File: src/rtl/result_uart_tx.sv
// 8N1 UART transmitter for the test-flow result word: optional sync byte, then the
// payload bytes LS byte first, with a one-cycle txFinish pulse after the last stop bit.
module result_uart_tx #(
    parameter int unsigned CLKS_PER_BIT = 434,
    parameter int unsigned NUM_BYTES    = 4,
    parameter int unsigned SEND_HEADER  = 1,
    parameter logic [7:0]  HEADER_BYTE  = 8'hA5
) (
    input  logic                   clk,
    input  logic                   reset,
    input  logic                   start_tx,
    input  logic [8*NUM_BYTES-1:0] result_data,
    output logic                   tx,
    output logic                   busy,
    output logic                   txFinish
);

    localparam int unsigned TOTAL  = NUM_BYTES + ((SEND_HEADER != 0) ? 1 : 0);
    localparam int unsigned DATA_W = 8 * NUM_BYTES;
    localparam int unsigned BAUD_W = $clog2(CLKS_PER_BIT);
    localparam int unsigned IDX_W  = $clog2(TOTAL + 1);

    localparam logic [BAUD_W-1:0] BAUD_LAST = BAUD_W'(CLKS_PER_BIT - 1);
    localparam logic [IDX_W-1:0]  LAST_BYTE = IDX_W'(TOTAL - 1);

    typedef enum logic [1:0] {
        IDLE,
        START,
        DATA,
        STOP
    } state_t;

    state_t             r_state;
    logic [BAUD_W-1:0]  r_baud;
    logic [2:0]         r_bitIdx;
    logic [IDX_W-1:0]   r_byteIdx;
    logic [7:0]         r_shift;
    logic [DATA_W-1:0]  r_data;
    logic               r_tx;
    logic               r_busy;
    logic               r_txFinish;

    state_t             w_state;
    logic [BAUD_W-1:0]  w_baud;
    logic [2:0]         w_bitIdx;
    logic [IDX_W-1:0]   w_byteIdx;
    logic [7:0]         w_shift;
    logic [DATA_W-1:0]  w_data;
    logic               w_tx;
    logic               w_busy;
    logic               w_txFinish;
    logic               w_bitDone;

    assign w_bitDone = (r_baud == BAUD_LAST);

    always_ff @(posedge clk or negedge reset) begin
        if (!reset) begin
            r_state    <= IDLE;
            r_baud     <= '0;
            r_bitIdx   <= '0;
            r_byteIdx  <= '0;
            r_shift    <= '0;
            r_data     <= '0;
            r_tx       <= 1'b1;
            r_busy     <= 1'b0;
            r_txFinish <= 1'b0;
        end else begin
            r_state    <= w_state;
            r_baud     <= w_baud;
            r_bitIdx   <= w_bitIdx;
            r_byteIdx  <= w_byteIdx;
            r_shift    <= w_shift;
            r_data     <= w_data;
            r_tx       <= w_tx;
            r_busy     <= w_busy;
            r_txFinish <= w_txFinish;
        end
    end

    // r_shift holds the byte on the wire; r_data holds the payload bytes still to be sent.
    always_comb begin
        w_state    = r_state;
        w_baud     = r_baud;
        w_bitIdx   = r_bitIdx;
        w_byteIdx  = r_byteIdx;
        w_shift    = r_shift;
        w_data     = r_data;
        w_tx       = r_tx;
        w_busy     = r_busy;
        w_txFinish = 1'b0;

        unique case (r_state)
            IDLE: begin
                w_baud = '0;
                if (start_tx) begin
                    w_state   = START;
                    w_bitIdx  = '0;
                    w_byteIdx = '0;
                    w_busy    = 1'b1;
                    w_tx      = 1'b0;
                    if (SEND_HEADER != 0) begin
                        w_shift = HEADER_BYTE;
                        w_data  = result_data;
                    end else begin
                        w_shift = result_data[7:0];
                        w_data  = result_data >> 8;
                    end
                end
            end

            START: begin
                if (w_bitDone) begin
                    w_baud   = '0;
                    w_state  = DATA;
                    w_bitIdx = '0;
                    w_tx     = r_shift[0];
                end else begin
                    w_baud = r_baud + 1'b1;
                end
            end

            DATA: begin
                if (w_bitDone) begin
                    w_baud = '0;
                    if (r_bitIdx == 3'd7) begin
                        w_state = STOP;
                        w_tx    = 1'b1;
                    end else begin
                        w_bitIdx = r_bitIdx + 3'd1;
                        w_shift  = r_shift >> 1;
                        w_tx     = r_shift[1];
                    end
                end else begin
                    w_baud = r_baud + 1'b1;
                end
            end

            STOP: begin
                if (w_bitDone) begin
                    w_baud = '0;
                    if (r_byteIdx == LAST_BYTE) begin
                        w_state    = IDLE;
                        w_busy     = 1'b0;
                        w_txFinish = 1'b1;
                        w_tx       = 1'b1;
                    end else begin
                        w_state   = START;
                        w_byteIdx = r_byteIdx + 1'b1;
                        w_shift   = r_data[7:0];
                        w_data    = r_data >> 8;
                        w_tx      = 1'b0;
                    end
                end else begin
                    w_baud = r_baud + 1'b1;
                end
            end

            default: begin
                w_state = IDLE;
                w_baud  = '0;
                w_tx    = 1'b1;
                w_busy  = 1'b0;
            end
        endcase
    end

    assign tx       = r_tx;
    assign busy     = r_busy;
    assign txFinish = r_txFinish;

endmodule

File: config.mk
export PLATFORM = sky130hd
export DESIGN_NAME = result_uart_tx
export DESIGN_NICKNAME = d
export VERILOG_FILES = /design/src/rtl/result_uart_tx.sv
export SDC_FILE = /design/constraint.sdc
export NUM_CORES = 1
export LEC_CHECK = 0
export CAP_MARGIN = 20
export CORE_ASPECT_RATIO = 0.5
export CORE_MARGIN = 3
export CORE_UTILIZATION = 55
export CTS_CLUSTER_DIAMETER = 40
export DETAILED_ROUTE_END_ITERATION = 12
export PLACE_DENSITY = 0.79
export SYNTH_ARGS = -nofsm -noshare
export SYNTH_HDL_FRONTEND = slang
export SYNTH_SLANG_ARGS = --single-unit
File: constraint.sdc
create_clock -name clk -period 2.3 [get_ports clk]
set_input_delay 0.23 -clock clk [delete_from_list [all_inputs] [get_ports clk]]
set_output_delay 0.23 -clock clk [all_outputs]
set_load 0.005 [all_outputs]
==> results of run 1 <==
==> stage by stage <==
step | power, W | std cells | util (%)
finish | 0.00205 | 366 | 72.1
global route | 0.00213 | 366 | 72.1
CTS | 0.00207 | 366 | 72.1
detailed placement | 0.00118 | 350 | 68.4
global placement | 0.00118 | 350 | 68.4
floorplan | 0.00110 | 248 | -
==> registers in the layout (all words and copies together) (netlist names) <==
name and flops:
r_data 32, r_state 2, r_bitIdx 3, tx 1, busy 1, r_baud 9
r_shift 8, txFinish 1, r_byteIdx 3
==> power by group <==
group          internal [W]  switching (W)  total (W)
Clock              0.000490       0.000397   0.000887
Combinational     0.0000714      0.0000367   0.000108
Sequential          0.00106              0    0.00106
Total               0.00162       0.000433    0.00205
==> synthesized netlist by cell type <==
| cell type | number |
|---|---|
| clkbuf_1 | 6 |
| buf_2 | 1 |
| nand4_1 | 2 |
| buf_4 | 3 |
| and3_1 | 1 |
| nand2b_1 | 4 |
| o31a_1 | 1 |
| ha_1 | 12 |
| a211o_1 | 1 |
| nor3_1 | 2 |
| buf_6 | 1 |
| o21ai_0 | 5 |
| a22oi_1 | 4 |
| o211ai_1 | 1 |
| a31oi_1 | 1 |
| nor2b_1 | 10 |
| o22ai_1 | 1 |
| and4b_1 | 1 |
| mux2i_1 | 1 |
| o2111ai_1 | 1 |
| a21oi_1 | 3 |
| o221ai_1 | 1 |
| and4_1 | 1 |
| a21boi_1 | 1 |
| a32o_1 | 2 |
| xor2_1 | 3 |
| or2_2 | 1 |
| o2bb2ai_1 | 1 |
| xnor2_1 | 4 |
| or3_1 | 3 |
| nand2_1 | 11 |
| a22o_1 | 5 |
| dfrtp_1 | 59 |
| inv_1 | 7 |
| o31ai_1 | 1 |
| mux2_2 | 65 |
| nor2_1 | 11 |
| nand2_2 | 1 |
| buf_1 | 1 |
| a21oi_4 | 2 |
| and4bb_2 | 1 |
| dfstp_2 | 1 |
| nand3_1 | 4 |
==> worst register-to-register path, cell delays in order (launching register included) <==
cell and delay [ns]:
dfrtp_1 0.43, inv_1 0.12, ha_1 0.28, nand2b_1 0.23, o211ai_1 0.17, a21oi_4 0.16, buf_12 0.22, mux2_2 0.38
==> kinds of logic after synthesis <==
group                      share of synthesized area, %
xor gates and xnor gates                           1.99
AOI/OAI and AO/OA                                  7.98
buffers and inverters                              2.97
muxes                                              24.1
adders and majority gates                          4.88
and+or+nand+nor                                    9.16
DFF                                                48.9
==> layer usage <==
layer / up-vias / share of wire [%] / GRT usage (%)
met2: 41 / 46 / 31.2
met3: 5 / 5.0 / 7.19
met1: 986 / 48 / 25.1
met4: 0 / 0.89 / 5.20
li1: 975 / - / -
met5: - / 0 / 0
==> what timing repair did <==
item / CTS / global route
hold buffers: 1 / 0
buffers inserted: 0 / 0
hold endpoints to repair: 22 / 0
==> worst paths after layout <==
path	cells past startpoint	start	to
worst max-delay path	7	r_state[1]$_DFFE_PN0P_	r_data[19]$_DFFE_PN0P_
worst min-delay path	2	reset	r_data[13]$_DFFE_PN0P_
worst min register to register	1	r_data[8]$_DFFE_PN0P_	r_data[8]$_DFFE_PN0P_
min in group clk	1	r_data[8]$_DFFE_PN0P_	r_data[8]$_DFFE_PN0P_
max in group asynchronous	3	reset	tx$_DFFE_PN1P_
worst max register to register	7	r_state[1]$_DFFE_PN0P_	r_data[19]$_DFFE_PN0P_
==> cell type report <==
type	count	area [um2]	area share, %
Sequential cell	60	1500	40.4
Multi-Input combinational cell	169	1480	39.8
Timing Repair Buffer	45	440	11.8
Clock buffer	10	128	3.43
Tap cell	70	87.6	2.35
Clock inverter	5	53.8	1.45
Inverter	7	26.3	0.706
==> placed cells by master (no fill, tap or decap), types with 3 or more instances in the layout <==
cell type and count:
nor2_1 11, buf_4 6, nand2b_1 4, a22o_1 5, nor2b_1 10, a22oi_1 4, mux2_2 65, dfrtp_1 59
inv_1 7, or3_1 3, nand2_1 11, o21ai_0 5, clkbuf_8 9, nand3_1 4, xor2_1 3, clkdlybuf4s50_1 36
clkinv_2 3, ha_1 11, a21oi_1 3, xnor2_1 4
==> summary.md, run 1 <==
| Metric | Value |
|---|---|
| Status | completed |
| Floorplan row count | 18 |
| CTS Buf Count | 9 |
| Post-synthesis sequential area ratio | approximately half |
| Die Wd | 112 um |
| Slew margin rel. | about two thirds |
| Die area | approximately 6600 um2 |
| Iteration-0 DRC Markers | 85 |
| Via-to-Cell Ratio | around 5.5 |
| IO Pins | 38 |
| Top post-synthesis cells by area | dfrtp_1 (48%), mux2_2 (24%), ha_1 (4.9%) |
| Initial antenna violation count | 0 |
| Critical Path RT | roughly 2.5 ns |
| Routed wire length | between 5000 and 6000 um |
| Routability cong. | around 0.9 |
| Final hold violation count | 0 |
| Placed Area | 3530 um2 |
| Cell Chain, Critical Path | inv_1 > ha_1 > nand2b_1 > o211ai_1 > a21oi_4 > buf_12 > mux2_2 |
| GRT Util Overall | 19.3% |
| Critical path peak fanout | 35 |
| # clock sinks | 60 |
| Post-DR wirelength/cell | around 16 um |
| Syn_nets | about 300 |
| Root buf cell | clkbuf_8 |
| TritonRoute pass-1 iters | 4 |
| Largest net degree at the start of global routing | 36 |
| Worst vdd ir | ~0.39 mV |
| MaxCap Viol Count | 0 |
| Vias in the first global route | between 2000 and 2500 |
| Fmax | ~470 MHz |
| Setup Viol. Count Final | 0 |
| Setup crit start kind | flip-flop |
| Synth warn | 0 |
| Die Y | 58.9 um |
| Clock-pin slew on the worst setup and hold paths | 0.07 ns |
| Final Slew Violations | 0 |
| RSZ-0062 raised after global routing | no |
| Slowest cell on crit path | dfrtp_1 |
| Yosys top cell by area | dfrtp_1 |
| Core area | between 5000 and 6000 um2 |
| N_diodes | 0 |
| Hold_ws | 0.416 ns |
| Post-place setup slack | approximately 0.22 ns |
| # port buffers | 37 |
| Critical path's top delay family | flip-flops |
| Worst reg2reg setup slack | approximately 0.18 ns |
| Power per cell area | ~550 nW/um2 |
| Starting Density | about three fifths |
| Max incr delay on CP | 0.43 ns |
| Post-synthesis cell type count | between 40 and 50 |
| Share of layout cells above drive strength 1 | approximately a third |
| Total grt overflow | 0 |
| Post-Syn Instances | 248 |
| Crit share post-route | 92.2% |
| Worst Setup End Kind | flip-flop |
| Dpl hpwl | approximately 4100 um |
| Vias post-DR | roughly 2000 |
| Synthesized flop and latch total | 60 |
| Post-cts sizing count | 0 |
| Slew at the pin closest to its max-slew limit | approximately 0.5 ns |
| CTS tree | built |
| Clock Tree Buf Depth | 2 |
| Nets | 339 |
| CP bufs+invs | 2 |
| DRC violations left | 0 |
| Synth Cell Area | 3070 um2 |
| Fillers | roughly 360 |
| Synth top area share | 48.0% |
| WS Path Type | reg2reg |
| Clock skew after layout | ~0.011 ns |
| Post-route worst setup slack | ~0.18 ns |
| Worst Path Arrival | around 2.3 ns |
| Leakage | ~1.7 nW |
| Crit path time final | about 2.1 ns |
| Area Growth Syn to Fin | 21.0% |
| First-pass GRT wire length | between 10000 and 15000 um |
| Final instance area | 3720 um2 |
| Syn Area/Cell | between 10 and 15 um2 |
| ANT nets after route | 0 |
| H-tree Lvls | 3 |
| Worst-skew pair later-pin latency | roughly 0.34 ns |
| Hold Path Class | in2async |
| Post-Route Setup TNS | 0 ns |
Note: power is estimated with default switching activity, not from simulation.
==> run 2, diff against run 1 <==
- CORE_MARGIN: 3 -> not set
==> run 2 against run 1 <==
Effect of this change: core utilization increased by 0.90 points; first-iteration DRC count decreased by 32%; register-to-register slack about the same; clock skew decreased by 0.0041 ns; flip-flop and latch count unchanged; sequential power about the same; global-route usage increased by 3.2 points; final cell count unchanged; via count increased by 0.70%; sequential share of layout area decreased by 0.50 points; clock power increased by 20%.
==> summary.md, run 2 (synthesis results as in run 1) <==
| Metric | Value |
|---|---|
| Crit path time final | 2.11 ns (-0.0143 ns) |
| Largest net degree at the start of global routing | 61 (+69%) |
| Hold Path Class | in2async |
| Biggest regs | r_data (32), r_baud (9), r_shift (8) |
| Leakage | 1.71 nW (+0.81%) |
| DRC violations left | 0 (unchanged) |
| Worst R2R End | r_data[11]$_DFFE_PN0P_ |
| Max incr delay on CP | 0.44 ns (about the same) |
| Fmax | 475 MHz (+0.68%) |
| Post-cts sizing count | 0 (unchanged) |
| Setup Viol. Count Final | 0 (unchanged) |
| Worst Reg2Reg Path Length in Cells | 7 (unchanged) |
| Worst Path Arrival | 2.33 ns (about the same) |
| CP Launch Point | r_state[1]$_DFFE_PN0P_ |
| Share of layout cells above drive strength 1 | 32.1% (+0.34 points) |
| Routability cong. | 0.965 (+6.7%) |
| Vias post-DR | 2021 (+0.70%) |
| Dpl hpwl | 4050 um (-0.19%) |
| Die Wd | 108 um (-3.6%) |
| Sw frac | 21.7% (+0.54 points) |
| Most frequent cells in the layout | mux2_2 (65), dfrtp_1 (59), clkdlybuf4s50_1 (36) |
| Area Growth Syn to Fin | 22.5% |
| Post-Route Setup TNS | 0 ns (unchanged) |
| Clock-pin slew on the worst setup and hold paths | 0.07 ns (about the same) |
| Clock Tree Buf Depth | 2 (unchanged) |
| P_sw | 0.000482 W (+11%) |
| Status | completed |
| Power per cell area | 590 nW/um2 (+7.1%) |
| Worst vdd ir | 0.296 mV (-24%) |
| CTS tree | built |
| Non-filler cells, final | 366 (unchanged) |
| IO Pins | 38 (unchanged) |
| Die area | 5910 um2 (-10%) |
| WS Path Type | reg2reg |
| RSZ-0062 raised after global routing | no |
| First-pass GRT wire length | 9690 um (-3.5%) |
| Via-to-Cell Ratio | 5.52 (+0.70%) |
| Most flops, register | r_data |
| # port buffers | 37 (unchanged) |
| Post-DR wirelength/cell | 16.4 um (+3.1%) |
| Placed insts | 349 (-0.29%) |
| Total grt overflow | 0 (unchanged) |
| Clk pwr share | 47.6% (+4.3 points) |
| CTS Buf Count | 9 (unchanged) |
| Most common cell after layout, fill and taps aside | mux2_2 |
| Internal | 0.00174 W (+7.7%) |
| Cell Chain, Critical Path | inv_1 > ha_1 > nand2b_1 > o211ai_1 > a21oi_4 > buf_12 > mux2_2 |
| ANT nets after route | 0 (unchanged) |
| Worst-skew pair later-pin latency | 0.34 ns (about the same) |
| Core area | 5160 um2 (unchanged) |
| Iteration-0 DRC Markers | 58 (-32%) |
| # clock sinks | 60 (unchanged) |
| Final Slew Violations | 0 (unchanged) |
| N_diodes | 0 (unchanged) |
| Clock skew after layout | 0.00659 ns (-0.00407 ns) |
| Critical Path RT | 2.53 ns (about the same) |
| Worst Setup End Kind | flip-flop |
| Sequential power share | 47.4% (-4.1 points) |
| MaxCap Viol Count | 0 (unchanged) |
| Routed wire length | 6010 um (+3.1%) |
| Max FFs per register | 32 (unchanged) |
| Floorplan row count | 18 (unchanged) |
| Setup crit start kind | flip-flop |
| Die Y | 54.9 um (-6.8%) |
| Comb power frac | 5.0% (-0.3 points) |
| R2R Path Start | r_state[1]$_DFFE_PN0P_ |
| Crit share post-route | 91.6% (-0.62 points) |
| Crit path to | r_data[11]$_DFFE_PN0P_ |
| Nets | 338 (-0.29%) |
| Starting Density | 59.6% (unchanged) |
| Slew margin rel. | 78.2% (+12 points) |
| H-tree Lvls | 3 (unchanged) |
| Final hold violation count | 0 (unchanged) |
| Worst reg2reg setup slack | 0.19 ns (about the same) |
| TritonRoute pass-1 iters | 4 (unchanged) |
| Initial antenna violation count | 0 (unchanged) |
| GRT Util Overall | 22.5% (+3.2 points) |
| Root buf cell | clkbuf_8 |
| Fillers | 356 (unchanged) |
| Critical path peak fanout | 35 (unchanged) |
| Slowest cell on crit path | dfrtp_1 |
| Slew at the pin closest to its max-slew limit | 0.327 ns (-0.184 ns) |
| Vias in the first global route | 2038 (-4.8%) |
[run 2: cell types whose count changed in the layout (fill, tap and decap cells not counted), sizes merged]
cell / previous run / this run
clkinvlp: 0 / 1
buf: 8 / 7
clkbuf: 10 / 9
clkinv: 4 / 3
inv: 7 / 8
bufinv: 1 / 2
[run 2: metrics by stage]
| step | util [%] | area [um2] | setup WS [ns] | power (W) | hold WS, ns |
|---|---|---|---|---|---|
| after floorplan | - | 3070 | 0.278 | 0.00110 | -0.0656 |
| after global placement | 68.5 | 3530 | 0.324 | 0.00118 | 0.252 |
| after detailed placement | 68.5 | 3530 | 0.235 | 0.00119 | 0.261 |
| after CTS | 73.0 | 3770 | 0.213 | 0.00225 | 0.432 |
| after global routing | 73.0 | 3770 | 0.0776 | 0.00231 | 0.435 |
| final | 73.0 | 3770 | 0.194 | 0.00222 | 0.418 |
[run 2: how the worst min path moves through the flow]
| stage | start | end | slack (ns) | cells after the start |
|---|---|---|---|---|
| after global routing | reset | r_baud[2]$_DFF_PN0_ | 0.44 | 3 |
| after floorplan | reset | busy$_DFFE_PN0P_ | -0.07 | 0 |
| final | reset | r_baud[3]$_DFF_PN0_ | 0.42 | 3 |
| after global placement | reset | r_baud[3]$_DFF_PN0_ | 0.25 | 2 |
| after detailed placement | reset | r_baud[3]$_DFF_PN0_ | 0.26 | 2 |
| after CTS | reset | r_baud[3]$_DFF_PN0_ | 0.43 | 3 |
[run 2: critical path: cells and delay by family (launching register included)]
family          cells  cell delay, ns
compound gates      2            0.33
fa+ha+maj           1            0.28
buf+inv             2            0.34
flops               1            0.44
mux                 1            0.36
simple gates        1            0.22
[run 2: routing by layer]
layer	wire, um	track usage, %
met1	2920	28.8
met2	2670	37.0
met3	330	7.02
met4	83	7.99
met5	0	0
[run 2: repair_timing]
item / CTS / global route
hold buffers: 1 / 0
setup endpoints to repair: 0 / 0
endpoints found under the hold margin: 59 / 0
setup buffers: 0 / 0
[run 2: power by group through the flow]
| stage | combinational (W) | clock (W) | sequential (W) |
|---|---|---|---|
| floorplan | 0.0000232 | 0 | 0.00108 |
| global placement | 0.000108 | 0 | 0.00107 |
| detailed placement | 0.000110 | 0 | 0.00107 |
| CTS | 0.000113 | 0.00108 | 0.00105 |
| global route | 0.000120 | 0.00113 | 0.00105 |
| finish | 0.000110 | 0.00106 | 0.00105 |
[run 2: final cells by class]
type                            instances  area [um2]  share of cell area [%]
Clock buffer                            9         124                    3.29
Clock inverter                          7        98.8                    2.62
Inverter                                7        26.3                   0.697
Multi-Input combinational cell        169        1480                    39.4
Sequential cell                        60        1500                    39.9
Tap cell                               70        87.6                    2.32
Timing Repair Buffer                   44         445                    11.8
